File: src/rtl/fifo_pair_rd_ctrl.sv
// fifo_pair_rd_ctrl: narrow-write / wide-read FWFT FIFO, one entry in, one {newer,older} pair out.
module fifo_pair_rd_ctrl #(
  parameter int ADDR_WIDTH = 3,
  parameter int DATA_WIDTH = 8
) (
  input  logic                    clk,
  input  logic                    reset_n,
  input  logic                    flush,
  input  logic                    wr,
  input  logic [DATA_WIDTH-1:0]   w_data,
  input  logic                    rd,
  output logic [2*DATA_WIDTH-1:0] r_data,
  output logic                    full,
  output logic                    empty,
  output logic [ADDR_WIDTH:0]     count,
  output logic                    ovf,
  output logic                    unf
);
  localparam int DEPTH = 2 ** ADDR_WIDTH;
  localparam int CW = ADDR_WIDTH + 1;
  logic [DATA_WIDTH-1:0] mem [DEPTH];
  logic [ADDR_WIDTH-1:0] wr_ptr, rd_ptr;
  logic [CW-1:0] count_next;
  logic rd_acc, wr_acc;
  assign rd_acc = rd & ~empty;
  assign wr_acc = wr & (~full | rd_acc);
  assign count_next = count + CW'(wr_acc) - CW'({rd_acc, 1'b0});
  // rd_ptr is always even, so the partner entry sits at rd_ptr with bit 0 set
  assign r_data = {mem[{rd_ptr[ADDR_WIDTH-1:1], 1'b1}], mem[rd_ptr]};
  always_ff @(posedge clk)
    if (wr_acc && !flush) mem[wr_ptr] <= w_data;
  always_ff @(posedge clk or negedge reset_n)
    if (!reset_n) begin
      wr_ptr <= '0;
      rd_ptr <= '0;
      count  <= '0;
      empty  <= 1'b1;
      full   <= 1'b0;
      ovf    <= 1'b0;
      unf    <= 1'b0;
    end else if (flush) begin
      wr_ptr <= '0;
      rd_ptr <= '0;
      count  <= '0;
      empty  <= 1'b1;
      full   <= 1'b0;
      ovf    <= 1'b0;
      unf    <= 1'b0;
    end else begin
      wr_ptr <= wr_acc ? wr_ptr + ADDR_WIDTH'(1) : wr_ptr;
      rd_ptr <= rd_acc ? rd_ptr + ADDR_WIDTH'(2) : rd_ptr;
      count  <= count_next;
      empty  <= count_next < CW'(2);
      full   <= count_next == CW'(DEPTH);
      ovf    <= wr & ~wr_acc;
      unf    <= rd & ~rd_acc;
    end
endmodule

File: config.mk
export PLATFORM = sky130hd
export DESIGN_NAME = fifo_pair_rd_ctrl
export DESIGN_NICKNAME = d
export VERILOG_FILES = /design/src/rtl/fifo_pair_rd_ctrl.sv
export SDC_FILE = /design/constraint.sdc
export NUM_CORES = 1
export LEC_CHECK = 0
export BUFFER_PORTS_ARGS = -buffer_cell sky130_fd_sc_hd__clkbuf_2
export CORE_AREA = 2 2 91 93
export CTS_BUF_LIST = sky130_fd_sc_hd__clkbuf_16
export DETAILED_ROUTE_END_ITERATION = 8
export DIE_AREA = 0 0 93 95
export GPL_ROUTABILITY_DRIVEN = 1
export PLACE_DENSITY = 0.64
export SLEW_MARGIN = 20
export SYNTH_ARGS = -nofsm -noshare
export SYNTH_HDL_FRONTEND = slang
export SYNTH_SLANG_ARGS = --single-unit
File: constraint.sdc
create_clock -name clk -period 2.7 [get_ports clk]
set_clock_uncertainty 0.2 [all_clocks]
set_input_delay 0.54 -clock clk [delete_from_list [all_inputs] [get_ports clk]]
set_output_delay 0.54 -clock clk [all_outputs]
set_load 0.05 [all_outputs]
==> impl_metrics.tcl <==
set metrics [dict create \
    maxSlewHeadroom 0.7818 \
    fmax_mhz 395.9 \
    globalplace.congestion 0.7733 \
    crit_start "rd_ptr[1]" \
    whs_path_depth 3 \
    clk_pin_slew_worst_paths_ns 0.06 \
    synthToLayoutAreaGrowth_pct 22.00 \
    antenna_found_initial 0 \
    portBuffers 36 \
    fin_crit_ns 2.526 \
    fin_util 0.4683 \
    final_nets 225 \
    vias 1513 \
    power.density_mw_per_mm2 965.0 \
    fp-row-count 33 \
    hold_slack_ns 0.2430 \
    drtIter0Drc 72 \
    min_period_over_period 0.9355 \
    seqCellArea_mm2 0.002248 \
    htree_levels 3 \
    synth_top_area_cell "edfxtp_1" \
    min_from "rd" \
    hp-class "input pin to flip-flop" \
    worst-path-buf-inv 2 \
    syn-num-nets 170 \
    hpwl_um 3300 \
    netlist_instances 152 \
    yosysSeqAreaShare 0.7389 \
    synth_area_mm2 0.003043 \
    crit_arrival_ns 1.79 \
    fp.dieW_um 93 \
    crit_chain "buf_12 -> mux4_1 -> clkbuf_2" \
    grt_setup_unrepaired "no" \
    r2r_cells 8 \
    cts_tree "built" \
    wl_per_cell_um 15.55 \
    synth-seq-cells 77 \
    synth_area_leaders "edfxtp_1 63%, dfrtp_1 9.9%, mux4_1 6.9%, mux4_2 5.9%, ha_1 2.1%" \
    detail-route-antenna-nets 0 \
    crit_type "flip-flop to output port" \
    required_ns 1.96 \
    drt-total-wl_um 4930 \
    drc_errors 0 \
    drtPass1Iterations 4 \
    slowest_delay_ns 0.57 \
    r2r_start "empty" \
    worst_setup_path_end_kind "output port" \
    insertion_delay_ns 0.32 \
    synth_top_area_frac 0.6316 \
    core_area_mm2 0.007928 \
    root_buffer "clkbuf_16" \
    grt_usage 0.1271 \
    drv_cap 0 \
    synth.distinct_cells 29 \
    cts_sinks 77 \
    clockBufferDepth 2 \
    die_h_um 95 \
    hold_viol 0 \
    synth_warnings 0 \
    fillers 675 \
    viasPerCell 4.773 \
    grt_max_degree 17 \
    worstMarginPinSlew_ns 0.3274 \
    path_depth 3 \
    peakVddDrop_uv 641.3 \
    syn_avg_cell_area_um2 20.02 \
    die-area_mm2 0.008835 \
    p_leak_nw 1.381 \
    status "completed" \
    multi_input_area_um2 725.7 \
    cts_setup_buffers 0 \
    cts_buffers 9 \
    grt_pass1_wl_um 8052 \
    grt-ovfl-total 0 \
    grt_pass1_vias 1536 \
    initial_utilization 0.3838 \
    setup_viol 0 \
    slowest_stage "mux4_1" \
    critPathLaunchType "flip-flop" \
    final_layout_size_suffix_gt1_frac 0.3632 \
    io_pins 37 \
    critical_path.top_delay_family "multiplexers" \
    finalMaxSlewViolations 0 \
    crit_fanout 16 \
    num_antenna_cells 0 \
    totalNegativeSetupSlack_ns 0 \
]
## routing by layer
metal  track usage  part of all wire  vias up
met5             0                 0        -
met3       0.02953             0.039       10
met4       0.06985             0.019        0
met1        0.1667              0.46      760
li1              -                 -      708
met2        0.1975              0.48       35
## synth_stat cells
library cell  instances
mux2i_1               1
xnor2_1               2
a21boi_4              1
buf_12                1
nor3b_2               1
a21oi_1               1
dfrtp_1              12
nand2_1               4
o211ai_1              1
inv_1                 5
o21ai_1               1
nand3_1               1
mux4_1                8
dfstp_2               1
nand2b_1              4
mux4_2                8
and4b_1               1
buf_2                 3
ha_1                  5
nor2b_4               1
inv_2                 1
a21oi_2               1
xor2_1                4
edfxtp_1             64
nor3_1                3
nor2b_1               1
nor3_2                1
buf_6                 1
nor2_1               14
## worst paths after layout
check / to / slack, ns
setup / recovery: r_data[6] / 0.17
hold / removal: unf / 0.24
setup reg to reg: full / 0.65
hold reg to reg: unf / 0.34
max in group asynchronous: empty / 1.56
min in group asynchronous: ovf / 0.44
## cell families (layout without fill, tap and decap cells)
family                     count (synthesis)  in the layout  share of synthesized area
xor gates and xnor gates                   6              6                    0.01727
muxes                                     17             17                     0.1316
buffers and inverters                     11             71                    0.02261
DFF                                       77             77                     0.7389
adders and majority gates                  5              5                    0.02056
and+or+nand+nor                           31             31                    0.05427
AOI/OAI and AO/OA                          5              5                    0.01480
## tightest hold or removal path, cell delays in order
cell      delay [ns]
clkbuf_2        0.09
nand2_1         0.06
nor2_1          0.04
## power breakdown
part | switching, mW | internal (mW) | total (mW)
clock | 0.432 | 0.708 | 1.14
combinational | 0.673 | 0.324 | 0.997
sequential | 0.0652 | 1.38 | 1.45
## layout make-up
type,count,area share
tap,105,0.03539
sequential,77,0.6057
clock buffer,9,0.06067
inverter,6,0.006067
clock inverter,7,0.01786
timing repair buffer,49,0.07887
multi-input combinational,64,0.1955
## timing repair
item / CTS / global route
hold buffers: 1 / 0
gates resized for setup: 0 / 0
hold endpoints to repair: 12 / 0
## sequential cells by signal (all words and copies together) (netlist names)
signal	cells
ovf	1
unf	1
count	4
empty	1
wr_ptr	3
mem	64
rd_ptr	2
full	1
## metrics by stage
stage | area, um2 | setup WS (ns) | total power, mW | cells
floorplan | 3043 | 0.4696 | 2.269 | 152
global placement | 3411 | 0.4375 | 2.468 | 300
detailed placement | 3411 | 0.3875 | 2.474 | 300
CTS | 3712 | 0.1560 | 3.623 | 317
global route | 3712 | 0.09321 | 3.754 | 317
finish | 3712 | 0.1741 | 3.582 | 317
## cell usage in the layout, fill, tap and decap left out, types with 3 or more instances in the layout
cell,netlist,routed
buf_4,0,11
clkbuf_16,0,9
clkbuf_2,0,36
dfrtp_1,12,12
edfxtp_1,64,64
ha_1,5,5
inv_1,5,5
mux4_1,8,8
mux4_2,8,8
nand2_1,4,4
nand2b_1,4,4
nor2_1,14,14
nor3_1,3,3
xor2_1,4,4
No activity file was read; power rests on OpenSTA's default activity.
